==> src/rtl/hazard_fwd_ctrl_if.sv <==
// D-stage decode bundle and hazard/forwarding responses exchanged between
// the pipeline datapath (master) and the hazard controller (slave).
interface hazard_fwd_ctrl_if #(
  parameter int RA_W = 5,
  parameter int TN_W = 2
);
  logic            pipe_en;
  logic [RA_W-1:0] d_rs;
  logic [RA_W-1:0] d_rt;
  logic [TN_W-1:0] d_rs_tuse;
  logic [TN_W-1:0] d_rt_tuse;
  logic [RA_W-1:0] d_a3;
  logic [TN_W-1:0] d_tnew;
  logic [1:0]      d_md_op;
  logic            d_md_use;
  logic            stall;
  logic [1:0]      d_fwd_rs;
  logic [1:0]      d_fwd_rt;
  logic [1:0]      e_fwd_rs;
  logic [1:0]      e_fwd_rt;
  logic            md_busy;

  modport master (
    output pipe_en, d_rs, d_rt, d_rs_tuse, d_rt_tuse, d_a3, d_tnew, d_md_op, d_md_use,
    input  stall, d_fwd_rs, d_fwd_rt, e_fwd_rs, e_fwd_rt, md_busy
  );

  modport slave (
    input  pipe_en, d_rs, d_rt, d_rs_tuse, d_rt_tuse, d_a3, d_tnew, d_md_op, d_md_use,
    output stall, d_fwd_rs, d_fwd_rt, e_fwd_rs, e_fwd_rt, md_busy
  );
endinterface

==> src/rtl/hazard_fwd_ctrl.sv <==
// Hazard/forwarding controller for a 5-stage MIPS pipeline: shadows in-flight
// destinations and Tnew per stage, drives forwarding selects, stall and MD interlock.
module hazard_fwd_ctrl #(
  parameter int RA_W     = 5,
  parameter int TN_W     = 2,
  parameter int CNT_W    = 4,
  parameter int MULT_LAT = 5,
  parameter int DIV_LAT  = 10
) (
  input  logic             clk,
  input  logic             reset_n,
  hazard_fwd_ctrl_if.slave hz
);

  localparam logic [1:0] SRC_RF = 2'd0;
  localparam logic [1:0] SRC_E  = 2'd1;
  localparam logic [1:0] SRC_M  = 2'd2;
  localparam logic [1:0] SRC_W  = 2'd3;

  localparam logic [1:0] MD_MULT = 2'b01;
  localparam logic [1:0] MD_DIV  = 2'b10;

  localparam logic [CNT_W-1:0] MULT_CNT = CNT_W'(MULT_LAT);
  localparam logic [CNT_W-1:0] DIV_CNT  = CNT_W'(DIV_LAT);

  logic [RA_W-1:0]  e_rs_q,   e_rs_d;
  logic [RA_W-1:0]  e_rt_q,   e_rt_d;
  logic [RA_W-1:0]  e_a3_q,   e_a3_d;
  logic [TN_W-1:0]  e_tnew_q, e_tnew_d;
  logic [RA_W-1:0]  m_a3_q,   m_a3_d;
  logic [TN_W-1:0]  m_tnew_q, m_tnew_d;
  logic [RA_W-1:0]  w_a3_q,   w_a3_d;
  logic [CNT_W-1:0] md_cnt_q, md_cnt_d;

  logic stall;
  logic md_busy;
  logic advance;

  // Only the nearest in-flight producer of r matters; an older stage holds stale data.
  function automatic logic port_stall(
    input logic [RA_W-1:0] r,
    input logic [TN_W-1:0] tuse,
    input logic [RA_W-1:0] ea3,
    input logic [TN_W-1:0] etn,
    input logic [RA_W-1:0] ma3,
    input logic [TN_W-1:0] mtn
  );
    if (r == '0)  return 1'b0;
    if (r == ea3) return (tuse < etn);
    if (r == ma3) return (tuse < mtn);
    return 1'b0;
  endfunction

  function automatic logic [1:0] d_sel(
    input logic [RA_W-1:0] r,
    input logic [RA_W-1:0] ea3,
    input logic [TN_W-1:0] etn,
    input logic [RA_W-1:0] ma3,
    input logic [TN_W-1:0] mtn,
    input logic [RA_W-1:0] wa3
  );
    if (r == '0)  return SRC_RF;
    if (r == ea3) return (etn == '0) ? SRC_E : SRC_RF;
    if (r == ma3) return (mtn == '0) ? SRC_M : SRC_RF;
    if (r == wa3) return SRC_W;
    return SRC_RF;
  endfunction

  function automatic logic [1:0] e_sel(
    input logic [RA_W-1:0] r,
    input logic [RA_W-1:0] ma3,
    input logic [TN_W-1:0] mtn,
    input logic [RA_W-1:0] wa3
  );
    if (r == '0)  return SRC_RF;
    if (r == ma3) return (mtn == '0) ? SRC_M : SRC_RF;
    if (r == wa3) return SRC_W;
    return SRC_RF;
  endfunction

  function automatic logic [TN_W-1:0] sat_dec(input logic [TN_W-1:0] v);
    return (v == '0) ? '0 : v - TN_W'(1);
  endfunction

  assign md_busy = (md_cnt_q != '0);

  assign stall = port_stall(hz.d_rs, hz.d_rs_tuse, e_a3_q, e_tnew_q, m_a3_q, m_tnew_q)
               | port_stall(hz.d_rt, hz.d_rt_tuse, e_a3_q, e_tnew_q, m_a3_q, m_tnew_q)
               | (hz.d_md_use & md_busy);

  assign advance = hz.pipe_en & ~stall;

  assign hz.stall    = stall;
  assign hz.md_busy  = md_busy;
  assign hz.d_fwd_rs = d_sel(hz.d_rs, e_a3_q, e_tnew_q, m_a3_q, m_tnew_q, w_a3_q);
  assign hz.d_fwd_rt = d_sel(hz.d_rt, e_a3_q, e_tnew_q, m_a3_q, m_tnew_q, w_a3_q);
  assign hz.e_fwd_rs = e_sel(e_rs_q, m_a3_q, m_tnew_q, w_a3_q);
  assign hz.e_fwd_rt = e_sel(e_rt_q, m_a3_q, m_tnew_q, w_a3_q);

  always_comb begin
    e_rs_d   = e_rs_q;
    e_rt_d   = e_rt_q;
    e_a3_d   = e_a3_q;
    e_tnew_d = e_tnew_q;
    m_a3_d   = m_a3_q;
    m_tnew_d = m_tnew_q;
    w_a3_d   = w_a3_q;
    if (hz.pipe_en) begin
      if (stall) begin
        e_rs_d   = '0;
        e_rt_d   = '0;
        e_a3_d   = '0;
        e_tnew_d = '0;
      end else begin
        e_rs_d   = hz.d_rs;
        e_rt_d   = hz.d_rt;
        e_a3_d   = hz.d_a3;
        e_tnew_d = hz.d_tnew;
      end
      m_a3_d   = e_a3_q;
      m_tnew_d = sat_dec(e_tnew_q);
      w_a3_d   = m_a3_q;
    end
  end

  // The MD unit keeps running while the pipeline waits on memory.
  always_comb begin
    md_cnt_d = md_cnt_q;
    if (advance && hz.d_md_op == MD_MULT) begin
      md_cnt_d = MULT_CNT;
    end else if (advance && hz.d_md_op == MD_DIV) begin
      md_cnt_d = DIV_CNT;
    end else if (md_cnt_q != '0) begin
      md_cnt_d = md_cnt_q - CNT_W'(1);
    end
  end

  always_ff @(posedge clk or negedge reset_n) begin
    if (!reset_n) begin
      e_rs_q   <= '0;
      e_rt_q   <= '0;
      e_a3_q   <= '0;
      e_tnew_q <= '0;
      m_a3_q   <= '0;
      m_tnew_q <= '0;
      w_a3_q   <= '0;
      md_cnt_q <= '0;
    end else begin
      e_rs_q   <= e_rs_d;
      e_rt_q   <= e_rt_d;
      e_a3_q   <= e_a3_d;
      e_tnew_q <= e_tnew_d;
      m_a3_q   <= m_a3_d;
      m_tnew_q <= m_tnew_d;
      w_a3_q   <= w_a3_d;
      md_cnt_q <= md_cnt_d;
    end
  end

endmodule

==> src/flat_wrapper.sv <==
// flat-port wrapper written by rule: the top's interface ports become plain ports
module hazard_fwd_ctrl_flat 
#(
  parameter int RA_W     = 5,
  parameter int TN_W     = 2,
  parameter int CNT_W    = 4,
  parameter int MULT_LAT = 5,
  parameter int DIV_LAT  = 10
)
  (clk, reset_n, hz_pipe_en, hz_d_rs, hz_d_rt, hz_d_rs_tuse, hz_d_rt_tuse, hz_d_a3, hz_d_tnew, hz_d_md_op, hz_d_md_use, hz_stall, hz_d_fwd_rs, hz_d_fwd_rt, hz_e_fwd_rs, hz_e_fwd_rt, hz_md_busy);
  hazard_fwd_ctrl_if #(.RA_W(RA_W), .TN_W(TN_W)) hz_i ();
  input  logic clk;
  input  logic reset_n;
  input wire logic [$bits(hz_i.pipe_en)-1:0] hz_pipe_en;
  input wire logic [$bits(hz_i.d_rs)-1:0] hz_d_rs;
  input wire logic [$bits(hz_i.d_rt)-1:0] hz_d_rt;
  input wire logic [$bits(hz_i.d_rs_tuse)-1:0] hz_d_rs_tuse;
  input wire logic [$bits(hz_i.d_rt_tuse)-1:0] hz_d_rt_tuse;
  input wire logic [$bits(hz_i.d_a3)-1:0] hz_d_a3;
  input wire logic [$bits(hz_i.d_tnew)-1:0] hz_d_tnew;
  input wire logic [$bits(hz_i.d_md_op)-1:0] hz_d_md_op;
  input wire logic [$bits(hz_i.d_md_use)-1:0] hz_d_md_use;
  output wire logic [$bits(hz_i.stall)-1:0] hz_stall;
  output wire logic [$bits(hz_i.d_fwd_rs)-1:0] hz_d_fwd_rs;
  output wire logic [$bits(hz_i.d_fwd_rt)-1:0] hz_d_fwd_rt;
  output wire logic [$bits(hz_i.e_fwd_rs)-1:0] hz_e_fwd_rs;
  output wire logic [$bits(hz_i.e_fwd_rt)-1:0] hz_e_fwd_rt;
  output wire logic [$bits(hz_i.md_busy)-1:0] hz_md_busy;
  assign hz_i.pipe_en = hz_pipe_en;
  assign hz_i.d_rs = hz_d_rs;
  assign hz_i.d_rt = hz_d_rt;
  assign hz_i.d_rs_tuse = hz_d_rs_tuse;
  assign hz_i.d_rt_tuse = hz_d_rt_tuse;
  assign hz_i.d_a3 = hz_d_a3;
  assign hz_i.d_tnew = hz_d_tnew;
  assign hz_i.d_md_op = hz_d_md_op;
  assign hz_i.d_md_use = hz_d_md_use;
  assign hz_stall = hz_i.stall;
  assign hz_d_fwd_rs = hz_i.d_fwd_rs;
  assign hz_d_fwd_rt = hz_i.d_fwd_rt;
  assign hz_e_fwd_rs = hz_i.e_fwd_rs;
  assign hz_e_fwd_rt = hz_i.e_fwd_rt;
  assign hz_md_busy = hz_i.md_busy;
  hazard_fwd_ctrl #(.RA_W(RA_W), .TN_W(TN_W), .CNT_W(CNT_W), .MULT_LAT(MULT_LAT), .DIV_LAT(DIV_LAT)) u_core (.clk(clk), .reset_n(reset_n), .hz(hz_i));
endmodule
==> config.mk <==
export PLATFORM = sky130hd
export DESIGN_NAME = hazard_fwd_ctrl_flat
export DESIGN_NICKNAME = d
export VERILOG_FILES = /design/src/rtl/hazard_fwd_ctrl_if.sv /design/src/rtl/hazard_fwd_ctrl.sv /design/src/flat_wrapper.sv
export SDC_FILE = /design/constraint.sdc
export NUM_CORES = 1
export LEC_CHECK = 0
export CAP_MARGIN = 10
export CORE_ASPECT_RATIO = 1.5
export CORE_MARGIN = 2
export CORE_UTILIZATION = 50
export CTS_CLUSTER_DIAMETER = 30
export DETAILED_ROUTE_END_ITERATION = 12
export GPL_ROUTABILITY_DRIVEN = 0
export GPL_TIMING_DRIVEN = 0
export PLACE_DENSITY = 0.75
export SLEW_MARGIN = 20
export SYNTH_ARGS = -nofsm -noshare
export SYNTH_HDL_FRONTEND = slang
export SYNTH_SLANG_ARGS = --single-unit
export TNS_END_PERCENT = 20
==> constraint.sdc <==
create_clock -name clk -period 3.9 [get_ports clk]
set_input_delay 0.39 -clock clk [delete_from_list [all_inputs] [get_ports clk]]
set_output_delay 0.39 -clock clk [all_outputs]
set_load 0.02 [all_outputs]
# ---- After elaboration in Yosys (flattened, before gate mapping)
# Index checks and enable logic that the tools add are counted.
dict set report classes {
  order_cmp 4
  n_addsub 2
  bitwise_logic 5
  muxes 82
  n_eq_ne 12
  n_reduce_logical 10
}
# op n
set op_table {}
lappend op_table {{$mux 2} 31}
lappend op_table {{$eq 5x5->1} 10}
lappend op_table {{$mux 1} 45}
lappend op_table {{$logic_not 5->1} 4}
lappend op_table {{$mux 5} 3}
lappend op_table {{$mux 4} 3}
lappend op_table {{$lt 2x2->1} 4}
lappend op_table {{$logic_not 2->1} 2}
lappend op_table {{$reduce_bool 4->1} 1}
lappend op_table {{$sub 4x1->4 const B} 1}
lappend op_table {{$reduce_bool 3->1} 1}
lappend op_table {{$and 1x1->1} 2}
lappend op_table {{$eq 2x1->1 const B} 1}
lappend op_table {{$eq 2x2->1 const B} 1}
lappend op_table {{$logic_and 1x1->1} 2}
lappend op_table {{$or 1x1->1} 2}
lappend op_table {{$sub 2x1->2 const B} 1}
lappend op_table {{$not 1->1} 1}
dict set report totals {
  out_inout_bits 10
  reg_bits 33
  elab_cells 123
}

# ---- Logic depth before layout (Yosys ltp)
dict set report depth {
  word_depth 15
  depth_mapped 11
}

# ---- Worst setup path before layout
# Ideal clock, no wire load.
dict set report synth_path {
  path_type {input to output}
  from {input port hz_d_rs[2]}
  to {output port hz_stall}
  path_slack_ps 1388
  arrival_time_ps 2122
  path_stages 7
  required_ps 3510
  cell_sequence {or4_4 > o221a_1 > a32oi_1 > o21ai_2 > or3b_1 > buf_6 > buf_8}
}
dict set report synth_via {
  elab_chain_cells 9
}
# item line
set synth_lines {}
lappend synth_lines {{start, declared} flat_wrapper.sv:15} ;# input wire logic [$bits(hz_i.d_rs)-1:0] hz_d_rs;
lappend synth_lines {{$eq 5x5->1} hazard_fwd_ctrl.sv:50} ;# if (r == ma3) return (tuse < mtn);
lappend synth_lines {{$mux 1 (2 in a row)} hazard_fwd_ctrl.sv:50}
lappend synth_lines {{$mux 1} hazard_fwd_ctrl.sv:49} ;# if (r == ea3) return (tuse < etn);
lappend synth_lines {{$mux 1} hazard_fwd_ctrl.sv:51} ;# return 1'b0;
lappend synth_lines {{$mux 1} hazard_fwd_ctrl.sv:50}
lappend synth_lines {{$mux 1 *} hazard_fwd_ctrl.sv:49}
lappend synth_lines {{$or 1x1->1 *} hazard_fwd_ctrl.sv:88} ;# | port_stall(hz.d_rt, hz.d_rt_tuse, e_a3_q, e_tnew_q, m_a3_q, m_tnew_q)
lappend synth_lines {{$or 1x1->1 *} hazard_fwd_ctrl.sv:89} ;# | (hz.d_md_use & md_busy);
lappend synth_lines {{end, declared} flat_wrapper.sv:23} ;# output wire logic [$bits(hz_i.stall)-1:0] hz_stall;
# Mark *: on every way between the ends. The rest lies on a longest branch, timed or not. The select of a mux whose other input is x is not followed.

# ---- Final worst setup path
dict set report layout_path {
  from {input port hz_d_rs[4]}
  to {output port hz_stall}
}
# Same word-level chain as after synthesis.

==> impl_metrics.ini <==
[power_and_ir_drop]
ir_drop_mv = 0.308
p_sw_uw = 548
power_frac_clock_pct = 22.3
p_sw_share_pct = 36.4
comb_power_share_pct = 46.1
total_power_uw = 1510
p_int_uw = 957
p_leak_uw = 0.00138
p_per_area_mw_per_mm2 = 504
pwr-share-seq_pct = 31.6

[setup_path]
cpPeakStageDelay_ps = 540
crit_path_top_delay_cell = clkdlybuf4s50_1
start_kind = input port
worstPathRequired_ps = 3510
crit_top_cell = clkdlybuf4s50_1
cp-end-kind = output port
crit_start = hz_d_rs[4]
cpLargestDelayFamily = buffers and inverters
crit_arrival_ps = 3390
path_cells = clkdlybuf4s50_1 -> or4_4 -> o221a_1 -> a32oi_1 -> o21ai_2 -> or3b_1 -> buf_6 -> buf_8 -> clkdlybuf4s50_1
critPathMaxFanout = 10
worstSetupPathType = input port to output port
critPathBufInv = 4
rr_startpoint = u_core.md_cnt_q[0]

[grt]
grt_pass1_vias = 2070
antenna_found_initial = 0
grt_start_max_net_pins = 25
grt.overflow.total = 0
grt_usage_pct = 23.3
grt_pass1_wl_um = 9300

[synth]
synth-main-ff-cell = dfrtp_1
ys_seq_area_share_pct = 34.3
synth_area_leaders = dfrtp_1 34%, xor2_1 14%, mux2_2 5.1%
syn-instance-count = 269
yosysWarnings = 0
synth_fp_nets = 302
synth_top_area_share_pct = 34.3
synth.ff_latch_count = 33
synth_top_cell_by_area = dfrtp_1
ys_async_sr_fraction_pct = 100
synth_area_sq_mm = 0.00241
syn_avg_cell_area_sq_um = 8.96
synth.distinct_cells = 42
synth_edf_count = 0

[clocking]
clkLatencyLatePin_ps = 290
root_buffer = clkbuf_8
cts_tree = yes
cts.clk_slew.worst_paths_ps = 70
cts-buffers-inserted = 5
clock_path_buffers = 2
clock_sinks = 33
cts_max_level = 2

[cells_and_area]
seq_area_sq_um = 826
area_growth_pct = 23.9
mostFrequentLayoutCell = xor2_1
nFillCells = 419
drive_gt1_share_pct = 11.2
multi_input_area_sq_mm = 0.00139
antenna_cells = 0
final_cell_mix = 39 x xor2_1, 33 x dfrtp_1, 31 x clkdlybuf4s50_1, 27 x inv_1, 19 x nand2_1
stdcell_count = 379
fin_nets = 345

[die]
die_h_um = 89.0
die-area_sq_mm = 0.00541
die_x_um = 60.7
core_area_sq_mm = 0.00473
io_pins = 37
start_util_pct = 51.0
rows = 31

[worst_hold_path]
hold_start = hz_d_rt[0]
min_path_type = input port to flop

[timing]
worstMarginPinSlew_ps = 629
fin_crit_ps = 3780
timing.hold.ws_ps = 494
fmax_ghz = 0.264
finalSetupViolCount = 0
rsz0062_at_grt = false
slew_violations = 0
worst_slack_ps = 118
skew_ps = 4.92
relSlewSlack_pct = 58.1
finalHoldViolations = 0
period_share_pct = 97.0
finalSetupTns_ps = 0

[place]
dp.cells = 370
port_buffers = 34
post-place-ws_ps = 68.4
hpwl_um = 4410

[route]
drc = 0
first_pass_iters = 4
wl_per_cell_um = 14.8
via_count = 2008
wl_um = 5620
drtIter0Drc = 65
drt.antenna.violating_nets = 0
vias_per_cell = 5.30

[flow_run]
cap_violations = 0

[status]
status = complete, no violations
[synth_stat cells (4+ instances only)]
library cell / number
xor2_1: 39
dfrtp_1: 33
inv_1: 27
nand2_1: 19
clkbuf_1: 17
nor2_1: 17
xnor2_1: 13
nor3_1: 12
mux2_2: 11
nand3_1: 9
o22ai_1: 9
o22ai_2: 9
ha_1: 6
a21oi_1: 5
nand2b_1: 4
[layer usage]
layer / vias up / GRT usage, % / routed length [um]
li1: 988 / - / -
met1: 964 / 25.5 / 2230
met2: 45 / 43.8 / 3050
met3: 11 / 3.04 / 215
met4: 0 / 9.29 / 119
met5: - / 0 / 0
[cells by family after synthesis]
logic type,Yosys count,synth area share (%)
AOI/OAI and AO/OA,44,14.9
xor gates and xnor gates,52,18.9
adders and majority gates,6,3.11
buffers and inverters,47,8.10
DFF,33,34.3
muxes,13,5.97
and+or+nand+nor,74,14.7
[worst paths after layout]
path / to / slack, ps / cells after the start
min reg2reg: u_core.m_tnew_q[1] / 570 / 2
max: hz_stall / 120 / 9
max reg2reg: u_core.md_cnt_q[2] / 1480 / 10
min: u_core.e_rt_q[0] / 490 / 3
min in group asynchronous: u_core.e_rt_q[3] / 510 / 2
max in group asynchronous: u_core.m_a3_q[0] / 2980 / 3
[state kept, by name, summed over array words and instances (netlist names)]
signal           count
u_core.w_a3_q        5
u_core.e_rs_q        5
u_core.e_tnew_q      2
u_core.m_a3_q        5
u_core.e_rt_q        5
u_core.e_a3_q        5
u_core.m_tnew_q      2
u_core.md_cnt_q      4
[power groups by stage]
| stage | Sequential (uW) | Clock (uW) | Combinational [uW] |
|---|---|---|---|
| final | 475 | 336 | 694 |
| after global routing | 486 | 346 | 771 |
| after CTS | 475 | 337 | 699 |
| after detailed placement | 481 | 0 | 694 |
| after global placement | 478 | 0 | 678 |
| after floorplan | 467 | 0 | 510 |
[area by class of cell]
cell class	instances	area share [%]
Clock inverter	1	1.01
Inverter	27	3.39
Sequential cell	33	27.6
Buffer	20	3.14
Tap cell	66	2.76
Multi-Input combinational cell	189	46.5
Timing Repair Buffer	36	12.6
Clock buffer	7	2.89
[metrics by stage]
step           utilization, %  area (sq um)
6_report                 63.1          2990
5_1_grt                  63.1          2990
4_1_cts                  63.0          2980
3_5_place_dp             60.4          2860
3_3_place_gp             59.9          2830
2_1_floorplan               -          2410
[tightest hold or removal path, delay by kind of cell]
kind | cells | cell delay, ps
AO/OA/AOI/OAI | 1 | 60
buffers and inverters | 1 | 180
AND/OR/NAND/NOR | 1 | 100
[repair_timing]
action,4_1_cts,5_1_grt
gates resized for setup,0,2
buffers inserted,0,0
setup endpoints to repair,0,1
hold buffers,1,0
hold endpoints to repair,9,0
(Power assumes the default switching activity.)
